==> config.mk <==
export PLATFORM = sky130hd
export DESIGN_NAME = axis_pkt_fifo
export DESIGN_NICKNAME = d
export VERILOG_FILES = /design/src/rtl/axis_pkt_fifo.sv
export SDC_FILE = /design/constraint.sdc
export NUM_CORES = 1
export LEC_CHECK = 0
export ABC_CLOCK_PERIOD_IN_PS = 4900
export CORE_MARGIN = 4
export CORE_UTILIZATION = 30
export DETAILED_ROUTE_END_ITERATION = 7
export PLACE_DENSITY = 0.48
export SLEW_MARGIN = 30
export SYNTH_ARGS = -nofsm -noshare
export SYNTH_HDL_FRONTEND = slang
export SYNTH_SLANG_ARGS = --single-unit
export TNS_END_PERCENT = 20
==> constraint.sdc <==
create_clock -name clk -period 4.9 [get_ports clk]
set_clock_uncertainty 0.2 [all_clocks]
set_input_delay 0.98 -clock clk [delete_from_list [all_inputs] [get_ports clk]]
set_output_delay 0.98 -clock clk [all_outputs]
set_load 0.005 [all_outputs]
==> src/rtl/axis_pkt_fifo.sv <==
// axis_pkt_fifo: single-clock AXI-Stream FIFO carrying TLAST, with optional
// store-and-forward packet mode that discards packets too large to ever commit.
module axis_pkt_fifo #(
  parameter int DEPTH       = 16,
  parameter int WIDTH       = 8,
  parameter int PACKET_MODE = 1,
  parameter int AF_LEVEL    = DEPTH - 2,
  parameter int AE_LEVEL    = 2,
  localparam int AW         = $clog2(DEPTH)
) (
  input  logic             clk,
  input  logic             rstn,
  input  logic [WIDTH-1:0] s_axis_tdata,
  input  logic             s_axis_tvalid,
  input  logic             s_axis_tlast,
  output logic             s_axis_tready,
  output logic [WIDTH-1:0] m_axis_tdata,
  output logic             m_axis_tvalid,
  output logic             m_axis_tlast,
  input  logic             m_axis_tready,
  output logic [AW:0]      count,
  output logic             almost_full,
  output logic             almost_empty,
  output logic [AW:0]      pkt_count,
  output logic             drop
);
  typedef enum logic {ACCEPT, DROP} state_t;
  logic [WIDTH:0] mem [DEPTH];
  logic [AW:0] wr_q, wr_d, cm_q, cm_d, rd_q, rd_d, pkt_q, pkt_d;
  state_t state_q, state_d;
  logic drop_q, drop_d, full, wr_en, rd_en, oversize;
  assign count = wr_q - rd_q;
  assign full = count == DEPTH[AW:0];
  assign s_axis_tready = state_q == DROP || !full;
  assign wr_en = s_axis_tvalid && s_axis_tready && state_q == ACCEPT;
  assign m_axis_tvalid = PACKET_MODE != 0 ? cm_q != rd_q : count != '0;
  assign rd_en = m_axis_tvalid && m_axis_tready;
  assign {m_axis_tlast, m_axis_tdata} = mem[rd_q[AW-1:0]];
  // full with nothing committed means the open packet can never fit
  assign oversize = PACKET_MODE != 0 && state_q == ACCEPT && full && cm_q == rd_q;
  assign almost_full = count >= AF_LEVEL[AW:0];
  assign almost_empty = count <= AE_LEVEL[AW:0];
  assign pkt_count = pkt_q;
  assign drop = drop_q;
  always_comb begin
    wr_d = oversize ? cm_q : wr_q + (AW+1)'(wr_en);
    cm_d = PACKET_MODE == 0 ? wr_d : (wr_en && s_axis_tlast) ? wr_q + (AW+1)'(1) : cm_q;
    rd_d = rd_q + (AW+1)'(rd_en);
    pkt_d = pkt_q + (AW+1)'(wr_en && s_axis_tlast) - (AW+1)'(rd_en && m_axis_tlast);
    state_d = oversize ? DROP : (state_q == DROP && s_axis_tvalid && s_axis_tlast) ? ACCEPT : state_q;
    drop_d = oversize;
  end
  always_ff @(posedge clk or negedge rstn) begin
    if (!rstn) begin
      wr_q <= '0;
      cm_q <= '0;
      rd_q <= '0;
      pkt_q <= '0;
      state_q <= ACCEPT;
      drop_q <= 1'b0;
    end else begin
      wr_q <= wr_d;
      cm_q <= cm_d;
      rd_q <= rd_d;
      pkt_q <= pkt_d;
      state_q <= state_d;
      drop_q <= drop_d;
    end
  end
  always_ff @(posedge clk)
    if (wr_en) mem[wr_q[AW-1:0]] <= {s_axis_tlast, s_axis_tdata};
endmodule
==> results.json, run 1 <==
{
  "synth_cell_types": 40,
  "synth_area_mm2": 0.00702,
  "rsz0062_at_grt": "no",
  "slew_violations": 0,
  "cts_setup_buffers": 0,
  "drc_errors": 0,
  "fillCellCount": 2118,
  "drive_gt1_share_pct": 32.0,
  "cts_buffers": 17,
  "outcome": "finished, final reports clean",
  "antenna_found_initial": 0,
  "synth_area_leaders": "edfxtp_1 62%, mux4_2 14%, dfrtp_1 7.8%, ha_1 3.0%, xnor2_1 1.6%",
  "yosys.area.top_type": "edfxtp_1",
  "relSlewSlack_pct": 35.7,
  "first_pass_iters": 4,
  "fin_crit_ps": 4440,
  "syn_avg_cell_area_um2": 19.8,
  "synth_xor_area_share_pct": 2.96,
  "synth_top_family_by_area": "multiplexers",
  "synth_top_flop_cell": "edfxtp_1",
  "setup_violations": 0,
  "startpoint": "wr_q[0]",
  "finalCritPeriodShare_pct": 90.6,
  "synth_common_cells": "144 x edfxtp_1, 45 x mux4_2, 22 x dfrtp_1",
  "vias": 3394,
  "synth_top_area_share_pct": 61.6,
  "muxShareOfSynthArea_pct": 16.4,
  "avgRoutedWirePerCell_um": 20.1,
  "multi_input_area_mm2": 0.00209,
  "critical_path.max_fanout": 5,
  "grt_max_degree": 40,
  "fmax_mhz": 225,
  "insertion_delay_ps": 420,
  "placed_area_mm2": 0.00795,
  "report.final.hold_viol_count": 0,
  "gr-total-overflow": 0,
  "startpoint_type": "flop",
  "tightest_slew_ps": 957,
  "wirelength_um": 14900,
  "synth_seq_area_share_pct": 69.4,
  "cts_root_buf": "clkbuf_16",
  "design.core.area_mm2": 0.0228,
  "synth_compound_area_share_pct": 1.55,
  "cts_tree": "built",
  "grt_pass1_wl_um": 23100,
  "cap_viol_max_count": 0,
  "yosys_warnings": 0,
  "p_leak_nw": 2.88,
  "crit_required_ps": 3720,
  "synth-seq-cells": 166,
  "crit_end": "s_axis_tready",
  "grt.total_usage_pct": 12.1,
  "synth_edf_count": 144,
  "r2r_cells": 16,
  "cts_buffer_depth": 2,
  "die_w_um": 161,
  "syn_inst": 354,
  "routed_via_density": 4.58,
  "htreeDepth": 4,
  "hold_path_class": "reg -> reg",
  "portBuffers": 36,
  "power_density_mw_per_mm2": 665,
  "layout.nets": 447,
  "synth_fa_ha_area_share_pct": 3.60,
  "antenna_cells": 0,
  "regArea_mm2": 0.00488,
  "initial_core_util_pct": 30.7,
  "io_pins": 37,
  "grt_pass1_vias": 3640,
  "numClockSinks": 166,
  "fin_area_mm2": 0.00854,
  "path_clk_slew_ps": 60,
  "ant_nets": 0,
  "gp_congestion": 0.724,
  "async_flop_share_pct": 13.3,
  "cp-end-kind": "output port",
  "synth_nets": 386,
  "synthSimpleGateAreaFrac_pct": 4.05,
  "r2r-end": "pkt_count[4]",
  "synthToLayoutAreaGrowth_pct": 21.6,
  "dr.first_iter.drc_count": 294,
  "dieArea_mm2": 0.0259,
  "die_h_um": 161,
  "max-vdd-ir-drop_mv": 0.269,
  "rows": 55,
  "hpwlAfterDp_um": 9720,
  "synth.most_common_cell": "edfxtp_1",
  "worstSetupPathType": "reg -> out",
  "fin_setup_tns_ps": 0,
  "r2r-start": "wr_q[0]",
  "crit_arrival_ps": 3260,
  "rrSetupSlack_ps": 880
}
registers in the layout (all words and copies together) (netlist names):
register   cells
state_q        1
pkt_count      5
drop           1
mem          144
wr_q           5
rd_q           5
cm_q           5
report_power, final:
| group | switching (mW) | leakage [nW] | internal (mW) | total [mW] |
|---|---|---|---|---|
| combinational | 1.17 | 1.02 | 1.26 | 2.43 |
| sequential | 0.137 | 1.56 | 1.77 | 1.91 |
| clock | 0.571 | 0.292 | 0.766 | 1.34 |
| total | 1.88 | 2.88 | 3.79 | 5.67 |
stage by stage:
stage | hold WS (ps) | setup slack (ps) | instances | utilization [%] | total power, mW
after global placement | 292 | 575 | 709 | 34.7 | 4.39
after global routing | 354 | 213 | 741 | 37.4 | 6.01
after floorplan | 302 | 656 | 354 | - | 3.43
final | 314 | 463 | 741 | 37.4 | 5.67
after detailed placement | 305 | 587 | 709 | 34.8 | 4.41
after CTS | 321 | 95.2 | 741 | 37.3 | 5.76
layout by cell type, fill, tap and decap left out, types with 2 or more instances in the layout:
cell type        instances
clkinv_2                 2
mux4_2                  45
nor4_2                   3
dfrtp_1                 21
fa_1                     2
a21oi_1                  3
xnor2_1                 13
nand2_1                  8
edfxtp_1               144
nor3_2                   3
nor4b_2                  5
clkbuf_16               17
nand3_1                  9
inv_8                    2
buf_4                   22
bufinv_16                2
xor2_1                   7
mux2_2                  10
a21o_1                   4
inv_6                    7
nor4_4                   2
clkdlybuf4s50_1         35
nor2_2                   4
inv_1                   18
nor3_1                   2
ha_1                    17
worst min path at each step:
stage,from,to,slack [ps],depth (start not counted)
CTS,pkt_count[0],pkt_count[0],320,1
floorplan,pkt_count[0],pkt_count[0],300,1
finish,pkt_count[0],pkt_count[0],310,1
detailed placement,pkt_count[0],pkt_count[0],310,1
global placement,pkt_count[0],pkt_count[0],290,1
global route,pkt_count[0],pkt_count[0],350,1
logic make-up (layout without fill, tap and decap cells):
family	count (synthesis)	after routing
AOI/OAI and AO/OA	12	12
xor gates and xnor gates	22	22
buffers and inverters	35	109
adders and majority gates	19	19
muxes	56	56
and+or+nand+nor	44	44
DFF	166	166
worst max-delay path, stage by stage (launching register included):
cell and delay, ps:
dfrtp_1 430, inv_1 140, ha_1 170, inv_1 50
fa_1 560, nor4_2 380, mux2i_4 160, nor3_2 400
inv_1 90, clkdlybuf4s50_1 460
layer usage:
metal	up-vias	GRT usage [%]	wire, µm
met3	13	2.27	377
met4	0	3.49	179
met2	53	20.8	7840
li1	1534	-	-
met1	1794	15.8	6520
met5	-	0	0
final cells by class:
class                      instances  area share [%]
timing repair buffer              58            6.10
clock buffer                      18            5.03
multi-input combinational        153            24.5
tap                              313            4.59
sequential                       166            57.1
clock inverter                    14            1.85
inverter                          19           0.835
what timing repair did:
item                                    CTS  global route
gates resized for setup                   0             1
endpoints found under the setup margin    0             1
hold buffers                              0             0
No activity file was read; power rests on OpenSTA's default activity.
==> inputs of run 2 (changes only) <==
--- a/config.mk
+++ b/config.mk
@@ -5,9 +5,11 @@
 export SDC_FILE = /design/constraint.sdc
 export NUM_CORES = 1
 export LEC_CHECK = 0
+export ABC_AREA = 0
 export ABC_CLOCK_PERIOD_IN_PS = 4900
 export CORE_MARGIN = 4
 export CORE_UTILIZATION = 30
+export CTS_BUF_LIST = sky130_fd_sc_hd__clkbuf_16
 export DETAILED_ROUTE_END_ITERATION = 7
 export PLACE_DENSITY = 0.48
 export SLEW_MARGIN = 30
==> results.json, run 2 (synthesis results as in run 1) <==
{
  "outcome": "finished, final reports clean",
  "cts_buffer_depth": 2,
  "hpwlAfterDp_um": 9720,
  "antenna_cells": 0,
  "critical_path.max_fanout": 5,
  "finalCritPeriodShare_pct": 90.5,
  "antenna_found_initial": 0,
  "gp_congestion": 0.724,
  "vias": 3392,
  "p_sw_share_pct": 33.2,
  "drc_errors": 0,
  "report.final.hold_viol_count": 0,
  "portBuffers": 36,
  "gr-total-overflow": 0,
  "use_met2_pct": 20.8,
  "use_met1_pct": 15.8,
  "fin_crit_ps": 4440,
  "grt_pass1_vias": 3640,
  "power_density_mw_per_mm2": 664,
  "crit_arrival_ps": 3260,
  "rsz0062_at_grt": "no",
  "grt_use_met3_pct": 2.27,
  "cts_tree": "built",
  "fillCellCount": 2118,
  "fmax_mhz": 225,
  "largest_reg_flops": 144,
  "rows": 55,
  "pwr-share-clk_pct": 23.5,
  "die_h_um": 161,
  "insertion_delay_ps": 420,
  "relSlewSlack_pct": 35.7,
  "dr.first_iter.drc_count": 289,
  "combPwrFrac_pct": 42.9,
  "holdBufCountCts": 0,
  "intPower_mw": 3.79,
  "max-vdd-ir-drop_mv": 0.269,
  "placed_area_mm2": 0.00795,
  "drive_gt1_share_pct": 32.0,
  "grt.total_usage_pct": 12.1,
  "worstSetupPathType": "reg -> out",
  "htreeDepth": 4,
  "slew_violations": 0,
  "routed_via_density": 4.58,
  "fin_ws_ps": 463,
  "hold_path_class": "reg -> reg",
  "layout.nets": 447,
  "ant_nets": 0,
  "grt_pass1_wl_um": 23100,
  "multi_input_area_mm2": 0.00209,
  "p_leak_nw": 2.88,
  "cap_viol_max_count": 0,
  "numClockSinks": 166,
  "regArea_mm2": 0.00488,
  "dieArea_mm2": 0.0259,
  "grt.busiest_layer": "met2",
  "layout_commonest_cell": "edfxtp_1",
  "cp-end-kind": "output port",
  "fin_setup_tns_ps": 0,
  "io_pins": 37,
  "final_cell_mix": "144 x edfxtp_1, 45 x mux4_2, 35 x clkdlybuf4s50_1, 22 x buf_4, 21 x dfrtp_1",
  "cts_buffers": 17,
  "path_clk_slew_ps": 60,
  "design.core.area_mm2": 0.0228,
  "startpoint_type": "flop",
  "pre_cts_slack_ps": 587,
  "crit_required_ps": 3720,
  "tightest_slew_ps": 957,
  "avgRoutedWirePerCell_um": 20.1,
  "first_pass_iters": 4,
  "cts_root_buf": "clkbuf_16",
  "synthToLayoutAreaGrowth_pct": 21.6,
  "initial_core_util_pct": 30.7,
  "fin_area_mm2": 0.00854,
  "whs_ps": 314,
  "sequentialPowerShare_pct": 33.6,
  "wirelength_um": 14900,
  "grt_max_degree": 40,
  "power_mw": 5.67,
  "die_w_um": 161,
  "power_switching_mw": 1.88,
  "setup_violations": 0
}
run 2: changes by cell type in the layout (fill, tap and decap cells not counted):
cell,previous run,this run
clkbuf_1,1,0
inv_1,18,19
run 2: repair_timing:
| action | CTS | global route |
|---|---|---|
| setup endpoints to repair | 0 | 1 |
| setup buffers | 0 | 0 |
| resized for setup | 0 | 1 |
run 2: cell type report:
cell class / count / share of cell area, %
clock inverter: 15 / 1.89
timing repair buffer: 58 / 6.10
clock buffer: 17 / 4.98
tap: 313 / 4.59
multi-input combinational: 153 / 24.5
inverter: 19 / 0.835
sequential: 166 / 57.1
run 2: worst max-delay path, cell delays in order, from the launching register on:
cell             delay (ps)
dfrtp_1                 430
inv_1                   140
ha_1                    170
inv_1                    50
fa_1                    560
nor4_2                  380
mux2i_4                 160
nor3_2                  400
inv_1                    90
clkdlybuf4s50_1         460
run 2: final timing paths:
kind	startpoint	end	slack, ps	depth (start not counted)
max in group asynchronous	rstn	rd_q[0]	3760	1
setup reg to reg	wr_q[0]	pkt_count[4]	880	16
setup / recovery	wr_q[0]	s_axis_tready	460	9
hold reg to reg	pkt_count[0]	pkt_count[0]	310	1
min in group asynchronous	rstn	cm_q[4]	340	1
hold / removal	pkt_count[0]	pkt_count[0]	310	1
run 2: power by group through the flow:
| stage | clock network (mW) | registers, mW | logic [mW] |
|---|---|---|---|
| 6_report | 1.33 | 1.91 | 2.43 |
| 3_3_place_gp | 0 | 1.93 | 2.46 |
| 2_1_floorplan | 0 | 1.89 | 1.54 |
| 3_5_place_dp | 0 | 1.94 | 2.47 |
| 5_1_grt | 1.44 | 1.93 | 2.64 |
| 4_1_cts | 1.37 | 1.91 | 2.48 |
run 2: metrics by stage:
stage | util (%) | std cells
2_1_floorplan | - | 354
3_3_place_gp | 34.7 | 709
3_5_place_dp | 34.8 | 709
4_1_cts | 37.3 | 741
5_1_grt | 37.4 | 741
6_report | 37.4 | 741
run 2: per-layer routing:
metal  wire, µm  vias up
li1           -     1534
met1       6520     1792
met2       7840       53
met3        377       13
met4        179        0
met5          0        -
